File: config.mk
export PLATFORM = sky130hd
export DESIGN_NAME = divider_arbiter
export DESIGN_NICKNAME = d
export VERILOG_FILES = /design/src/rtl/divider_arbiter.sv
export SDC_FILE = /design/constraint.sdc
export NUM_CORES = 1
export LEC_CHECK = 0
export CAP_MARGIN = 20
export CELL_PAD_IN_SITES_DETAIL_PLACEMENT = 0
export CELL_PAD_IN_SITES_GLOBAL_PLACEMENT = 1
export CORE_AREA = 4 4 133 135
export CTS_CLUSTER_DIAMETER = 30
export DETAILED_ROUTE_END_ITERATION = 8
export DIE_AREA = 0 0 137 139
export GPL_TIMING_DRIVEN = 0
export HOLD_SLACK_MARGIN = 0.06
export PLACE_DENSITY_LB_ADDON = 0.1
export SLEW_MARGIN = 20
export SYNTH_ARGS = -nofsm -noshare
export SYNTH_HDL_FRONTEND = slang
export SYNTH_SLANG_ARGS = --single-unit
File: constraint.sdc
create_clock -name clk -period 7.4 [get_ports clk]
set_input_delay 1.85 -clock clk [delete_from_list [all_inputs] [get_ports clk]]
set_output_delay 1.85 -clock clk [all_outputs]
set_load 0.03 [all_outputs]
File: src/rtl/divider_arbiter.sv
// Round-robin arbiter that shares one sequential 16-bit unsigned divider
// among N requesters. It owns the divider's reset, start and operand lines,
// answers divide-by-zero itself without touching the divider, and aborts an
// operation whose divider never reports completion within TIMEOUT cycles.
module divider_arbiter #(
    parameter int N       = 4,
    parameter int TIMEOUT = 64
) (
    input  logic            clk,
    input  logic            rst,
    input  logic [N-1:0]    req,
    input  logic [16*N-1:0] a_in,
    input  logic [16*N-1:0] b_in,
    output logic [N-1:0]    gnt,
    output logic [N-1:0]    rsp_valid,
    output logic [15:0]     rsp_y,
    output logic [15:0]     rsp_rem,
    output logic            rsp_div0,
    output logic            rsp_err,
    output logic            busy,
    output logic            div_rst,
    output logic            div_start,
    output logic [15:0]     div_a,
    output logic [15:0]     div_b,
    input  logic            div_done,
    input  logic [15:0]     div_y,
    input  logic [15:0]     div_rem
);

    localparam int IW = (N > 1) ? $clog2(N) : 1;
    localparam int CW = (TIMEOUT > 1) ? $clog2(TIMEOUT) : 1;

    typedef enum logic [2:0] {
        ST_IDLE  = 3'd0,
        ST_CLEAR = 3'd1,
        ST_START = 3'd2,
        ST_WAIT  = 3'd3,
        ST_RESP  = 3'd4
    } state_t;

    state_t          state_q;
    logic [IW-1:0]   ptr_q;
    logic [IW-1:0]   owner_q;
    logic [CW-1:0]   cnt_q;
    logic [N-1:0]    gnt_q;
    logic [N-1:0]    rsp_valid_q;
    logic [15:0]     rsp_y_q;
    logic [15:0]     rsp_rem_q;
    logic            rsp_div0_q;
    logic            rsp_err_q;
    logic            busy_q;
    logic            div_rst_q;
    logic            div_start_q;
    logic [15:0]     div_a_q;
    logic [15:0]     div_b_q;

    logic            sel_found_s;
    logic [IW-1:0]   sel_idx_s;
    logic [IW:0]     cand_s;
    logic [15:0]     sel_a_s;
    logic [15:0]     sel_b_s;

    // One-hot vector with only bit idx set.
    function automatic logic [N-1:0] onehot(input logic [IW-1:0] idx);
        onehot = {{(N-1){1'b0}}, 1'b1} << idx;
    endfunction

    // First requesting index at or above the pointer, wrapping past N-1.
    always_comb begin
        sel_found_s = 1'b0;
        sel_idx_s   = '0;
        cand_s      = '0;
        for (int k = 0; k < N; k++) begin
            cand_s = {1'b0, ptr_q} + (IW+1)'(k);
            cand_s = (cand_s >= (IW+1)'(N)) ? cand_s - (IW+1)'(N) : cand_s;
            if (!sel_found_s && req[cand_s[IW-1:0]]) begin
                sel_found_s = 1'b1;
                sel_idx_s   = cand_s[IW-1:0];
            end else begin
                sel_found_s = sel_found_s;
            end
        end
    end

    // Operand mux for the selected requester.
    always_comb begin
        sel_a_s = 16'h0000;
        sel_b_s = 16'h0000;
        for (int i = 0; i < N; i++) begin
            if (sel_idx_s == IW'(i)) begin
                sel_a_s = a_in[16*i +: 16];
                sel_b_s = b_in[16*i +: 16];
            end else begin
                sel_a_s = sel_a_s;
                sel_b_s = sel_b_s;
            end
        end
    end

    // Arbitration FSM; every output is a register updated here.
    always_ff @(posedge clk or negedge rst) begin
        if (!rst) begin
            state_q     <= ST_IDLE;
            ptr_q       <= '0;
            owner_q     <= '0;
            cnt_q       <= '0;
            gnt_q       <= '0;
            rsp_valid_q <= '0;
            rsp_y_q     <= 16'h0000;
            rsp_rem_q   <= 16'h0000;
            rsp_div0_q  <= 1'b0;
            rsp_err_q   <= 1'b0;
            busy_q      <= 1'b0;
            div_rst_q   <= 1'b1;
            div_start_q <= 1'b0;
            div_a_q     <= 16'h0000;
            div_b_q     <= 16'h0000;
        end else begin
            // Strobes are single-cycle unless a state re-asserts them below.
            gnt_q       <= '0;
            rsp_valid_q <= '0;
            div_rst_q   <= 1'b0;
            div_start_q <= 1'b0;
            case (state_q)
                ST_IDLE: begin
                    if (sel_found_s) begin
                        owner_q <= sel_idx_s;
                        gnt_q   <= onehot(sel_idx_s);
                        busy_q  <= 1'b1;
                        if (sel_b_s != 16'h0000) begin
                            state_q   <= ST_CLEAR;
                            div_rst_q <= 1'b1;
                            div_a_q   <= sel_a_s;
                            div_b_q   <= sel_b_s;
                        end else begin
                            // Divide-by-zero is answered without the divider.
                            state_q     <= ST_RESP;
                            rsp_valid_q <= onehot(sel_idx_s);
                            rsp_y_q     <= 16'hFFFF;
                            rsp_rem_q   <= sel_a_s;
                            rsp_div0_q  <= 1'b1;
                            rsp_err_q   <= 1'b0;
                        end
                    end else begin
                        busy_q <= 1'b0;
                    end
                end
                ST_CLEAR: begin
                    state_q     <= ST_START;
                    div_start_q <= 1'b1;
                end
                ST_START: begin
                    state_q <= ST_WAIT;
                    cnt_q   <= '0;
                end
                ST_WAIT: begin
                    // Completion takes priority over a coincident timeout.
                    if (div_done) begin
                        state_q     <= ST_RESP;
                        rsp_valid_q <= onehot(owner_q);
                        rsp_y_q     <= div_y;
                        rsp_rem_q   <= div_rem;
                        rsp_div0_q  <= 1'b0;
                        rsp_err_q   <= 1'b0;
                    end else if (cnt_q == CW'(TIMEOUT - 1)) begin
                        state_q     <= ST_RESP;
                        rsp_valid_q <= onehot(owner_q);
                        rsp_y_q     <= 16'h0000;
                        rsp_rem_q   <= 16'h0000;
                        rsp_div0_q  <= 1'b0;
                        rsp_err_q   <= 1'b1;
                    end else begin
                        cnt_q <= cnt_q + CW'(1);
                    end
                end
                ST_RESP: begin
                    state_q <= ST_IDLE;
                    busy_q  <= 1'b0;
                    if (owner_q == IW'(N - 1)) begin
                        ptr_q <= '0;
                    end else begin
                        ptr_q <= owner_q + IW'(1);
                    end
                end
                default: begin
                    state_q <= ST_IDLE;
                    busy_q  <= 1'b0;
                end
            endcase
        end
    end

    assign gnt       = gnt_q;
    assign rsp_valid = rsp_valid_q;
    assign rsp_y     = rsp_y_q;
    assign rsp_rem   = rsp_rem_q;
    assign rsp_div0  = rsp_div0_q;
    assign rsp_err   = rsp_err_q;
    assign busy      = busy_q;
    assign div_rst   = div_rst_q;
    assign div_start = div_start_q;
    assign div_a     = div_a_q;
    assign div_b     = div_b_q;

endmodule

* After elaboration in Yosys (flattened, before gate mapping)
Index checks and enable logic that the tools add are counted.
Storage, ports and cells: register bits 90, latch bits 0, bits in writable memories 0, bits in read-only memories 0, input port bits 167, output and inout bits 77, word-level logic and storage cells 134, memories 0
Operators by class: add/sub/neg operators 9, multiply operators 0, div/mod/pow operators 0, $lt $le $gt $ge 8, equality and inequality tests 14, shift operators 2, multiplexer cells 69, bitwise operators 0, reduce and logical (&&, ||, !) cells 17
Operators with widths (count):
- 16-bit 2-to-1 mux | 15
- 16-bit case mux with 2 select lines | 2
- 4-bit 2-to-1 mux | 6
- 1-bit 2-to-1 mux | 21
- 2-bit 2-to-1 mux | 9
- 16-bit nonzero test | 1
- 2-bit by 3-bit less-than comparator with 1-bit output, second input constant | 4
- 3-bit 2-to-1 mux | 4
- 6-bit 2-to-1 mux | 2
- 3-bit case mux with 4 select lines | 1
- 6-bit case mux with 2 select lines | 1
- 3-bit greater-or-equal comparator, second input constant | 3
- 1-bit binary-select mux with 2-bit select | 4
- 2-bit != test, second input constant | 4
- 4-bit case mux with 2 select lines | 1
- 1-bit by 2-bit left shift with 4-bit output, first input constant | 2
- 2-bit by 1-bit subtractor with 2-bit output, second input constant | 4
- 2-bit by 2-bit adder with 3-bit output, second input constant | 2
- 6-bit by 1-bit adder with 6-bit output, second input constant | 1
- 2-bit == test, second input constant | 3
- 3-bit by 2-bit == test with 1-bit output, second input constant | 2
- 6-bit == test, second input constant | 1
- 1-bit case mux with 2 select lines | 3
- 3-bit AND reduction | 2
- 15 further kinds | 21

* Logic depth before layout (Yosys ltp)
depth in word-level cells 23, gate-level depth with buffers 12, gate-level depth less buffers 8

* Worst setup path after synthesis
No wires, ideal clock.
path type in2reg, start input req[1], end register div_b_q[10], in the netlist div_b[10], setup time 0.125 ns, data arrival time 4.173 ns, required time 7.275 ns, slack 3.103 ns, stages 12, path buffers 4, path through a21boi_0 -> o221a_2 -> buf_6 -> clkbuf_1 -> mux2i_1 -> mux2i_1 -> nor4_1 -> nand4_2 -> nand2b_1 -> buf_4 -> buf_6 -> mux2_2
On the way: longest elaborated chain between the ends 19, elaborated cells between the ends (all ways) 32, those cells by class 3 x eq/ne; 20 x mux; 9 x reduce/logical
RTL lines:
- start: declaration | RTL line 11 | input logic [N-1:0] req,
- 1-bit binary-select mux with 2-bit select | RTL line 76 | if (!sel_found_s && req[cand_s[IW-1:0]]) begin
- 1-bit 2-to-1 mux (implied by the code) | RTL line 76
- 1-bit 2-to-1 mux | RTL line 76
- 1-bit logical NOT | RTL line 76
- 1-bit logical AND | RTL line 76
- 1-bit 2-to-1 mux | RTL line 76
- 1-bit logical NOT | RTL line 76
- 1-bit logical AND | RTL line 76
- 1-bit 2-to-1 mux | RTL line 76
- 1-bit logical NOT | RTL line 76
- 1-bit logical AND | RTL line 76
- 2-bit 2-to-1 mux | RTL line 76
- 2-bit logical NOT | RTL line 90 | if (sel_idx_s == IW'(i)) begin
- 16-bit 2-to-1 mux (4 in series) | RTL line 90
- 16-bit nonzero test | RTL line 130 | if (sel_b_s != 16'h0000) begin
- 3-bit AND reduction (no source line)
- end signal: assignment | RTL line 134 | div_b_q <= sel_b_s;
- end: declaration | RTL line 55 | logic [15:0] div_b_q;
Several ways; a longest one is shown, not always the timed one. The select of a mux whose other input is x is not followed. A chain may end at the register's enable or synchronous reset.

* Worst setup path after layout
start input req[1], end register div_b_q[15], in the netlist div_b[15]
The elaborated chain is that of the path after synthesis.

==> results.ini <==
[logic_synthesis]
ys_types=47
synth_cells=588
synth_top_cell_by_area=dfrtp_1
syn-cell-area_um2=5330
synth_top_family_by_area=compound AO/OA/AOI/OAI gates
synth_fa_ha_area_share_pct=1.17
synth_compound_area_share_pct=17.6
syn_area_per_cell_um2=9.07
synth.most_common_cell=nand2_1
ys_top_cells_by_area=dfrtp_1 42%, mux2i_1 9.4%, nand2_1 8.7%
netlist_top_cells_count=124 x nand2_1, 89 x dfrtp_1, 50 x mux2i_1
synth_top_flop_cell=dfrtp_1
seq_area_frac_synth_pct=42.3
synth_top_cell_area_share_pct=41.8
ys_warn_count=0
synth_edf_count=0
yosys.area_share.simple_pct=17.0
synthXorXnorAreaFrac_pct=0.493
synthArstFlopShare_pct=100
yosys_register_bits=90
syn_nets=760
synthMuxAreaShare_pct=16.4

[clock_network]
cts_buffers=9
cts_tree=done
clockBufferDepth=2
ctsHtreeMaxLevel=3
holdBufCountCts=0
cts.sinks=90
clk_latency_ps=350
cts_resized=0
clock_tree.root_cell=clkbuf_16
post-cts-setup-buffers=0
clk_pin_slew_ps=70

[timing]
finClkSkew_ps=9.76
rsz0062_at_grt=false
maxSlewViolCount=0
relSlewSlack_pct=51.2
period_share_pct=72.4
worstMarginPinSlew_ps=731
final.setup.tns_ps=0
min_period_ps=5360
finalSetupViolations=0
hold_violations=0
max_freq_mhz=187

[floorplanning]
die_w_um=137
rows=47
die_area_um2=19000
chipHeight_um=139
ioPinCount=244
initial_core_util_pct=32.4
core_um2=16500

[cells_and_area]
final_cell_count_no_fill=1067
layout.nets=1014
fill_cells=1540
synthToLayoutAreaGrowth_pct=57.4
diodes=0
layout-drive-gt1-share_pct=5.90

[worst_setup_path]
ff2ff_setup_slack_ps=3650
critPathBufInv=5
end_kind=flop
path_cells=clkdlybuf4s50_1 > a21boi_0 > o221a_2 > buf_6 > clkbuf_1 > mux2i_1 > mux2i_1 > nor4_1 > nand4_2 > nand2b_1 > buf_4 > buf_6 > mux2_1
cp_max_fo=10
r2r_end=div_b[15]
worstSetupStartpointType=input pin
crit_required_ps=7620
critPathSlowestCell=clkdlybuf4s50_1
critical_path.top_delay_family=buffers and inverters
r2r_cells=12
crit_type=in -> reg
cp.arrival_ps=5580
r2r-start=ptr_q[1]
slowest_delay_ps=530

[pwr]
switchingPower_uw=1570
vdd_ir_drop_max_v=0.000160
clock_power_share_pct=14.8
power_per_cell_area_nw_per_um2=414
p_leak_uw=0.00361
p_int_uw=1900
p_comb_share_pct=60.0
power_uw=3470
netSwitchingFraction_pct=45.2
seqPwrFrac_pct=25.2

[global_routing]
gr-total-overflow=0
grt_max_degree=77
grt_antenna_before_repair=0
track_usage_pct=20.2
first_global_vias=5465
grt_pass1_wl_um=30000

[min_path]
whs_endpoint=div_a[0]
hp-start=div_a[0]
hold_path_depth=1
hold_path_class=reg -> reg

[placed_design]
dp.cells=1051
hpwl_um=15700
gp_congestion=0.932
port_buffers=242

[route]
viasPerCell=5.10
drt_wl_total_um=19800
vias=5440
drt-initial-drc-count=236
wl_per_cell_um=18.6
drcViolationCount=0
drtAntennaViolNets=0
first_pass_iters=5

[status]
outcome=finished, final reports clean

[job]
maxCapViolCount=0

-- flip-flops by register name (all words and copies together), names as in the netlist --
register,count
cnt_q,6
state_q,3
ptr_q,2
div_start,1
owner_q,2
rsp_rem,16
rsp_err,1
rsp_div0,1
rsp_valid,4
rsp_y,16
busy,1
div_b,16
div_a,16
div_rst,1
gnt,4
-- logic make-up (layout without fill, tap and decap cells) --
family | count (synthesis) | count (layout)
flip-flops | 90 | 90
adder cells (fa/ha/maj) | 5 | 5
buffers and inverters | 56 | 315
multiplexers | 83 | 83
AO/OA/AOI/OAI | 141 | 141
AND/OR/NAND/NOR | 210 | 210
XOR/XNOR | 3 | 3
-- placed cells by master, fill, tap and decap left out, drive strengths merged, types with 20 or more instances in the layout --
cell type	netlist	routed
a22o	20	20
a21oi	24	24
dfrtp	89	89
o21ai	23	23
nor2	44	44
mux2	33	33
nand2	125	125
mux2i	50	50
clkbuf	32	41
a31oi	32	32
clkdlybuf4s50	0	241
-- power by group through the flow --
stage	clock network (uW)	registers (uW)	logic, uW
after floorplan	0	1240	896
after global placement	0	866	2080
after detailed placement	0	880	2100
after CTS	530	873	2110
after global routing	546	901	2250
final	515	874	2080
-- per-stage QoR --
stage	hold slack [ps]	utilization [%]	setup slack [ps]	cell area, um^2
2_1_floorplan	477	-	3100	5330
6_report	491	51.0	2040	8390
4_1_cts	496	51.0	2010	8390
3_3_place_gp	474	48.8	974	8030
3_5_place_dp	480	48.9	1650	8060
5_1_grt	499	51.0	1730	8390
-- layer usage --
layer / part of all wire (%) / track usage, %
met5: 0 / 0
met4: 1.9 / 6.41
met3: 6.7 / 4.50
met2: 50 / 34.8
met1: 41 / 25.0
-- how the worst max path moves through the flow --
| stage | depth (start not counted) | startpoint | end |
|---|---|---|---|
| after global placement | 1 | rst | div_a[11] |
| after detailed placement | 13 | req[1] | div_a[11] |
| after floorplan | 12 | req[1] | div_b[10] |
| after CTS | 13 | req[1] | div_b[15] |
| after global routing | 13 | req[1] | div_a[13] |
| final | 13 | req[1] | div_b[15] |
-- area by class of cell --
| cell class | instances | area (um^2) | share of cell area, % |
|---|---|---|---|
| Clock buffer | 9 | 225 | 2.68 |
| Inverter | 8 | 30.0 | 0.358 |
| Clock inverter | 7 | 108 | 1.28 |
| Sequential cell | 90 | 2250 | 26.9 |
| Tap cell | 220 | 275 | 3.28 |
| Buffer | 48 | 245 | 2.92 |
| Multi-Input combinational cell | 442 | 2800 | 33.4 |
| Timing Repair Buffer | 243 | 2450 | 29.2 |
Note: power is estimated with default switching activity, not from simulation.
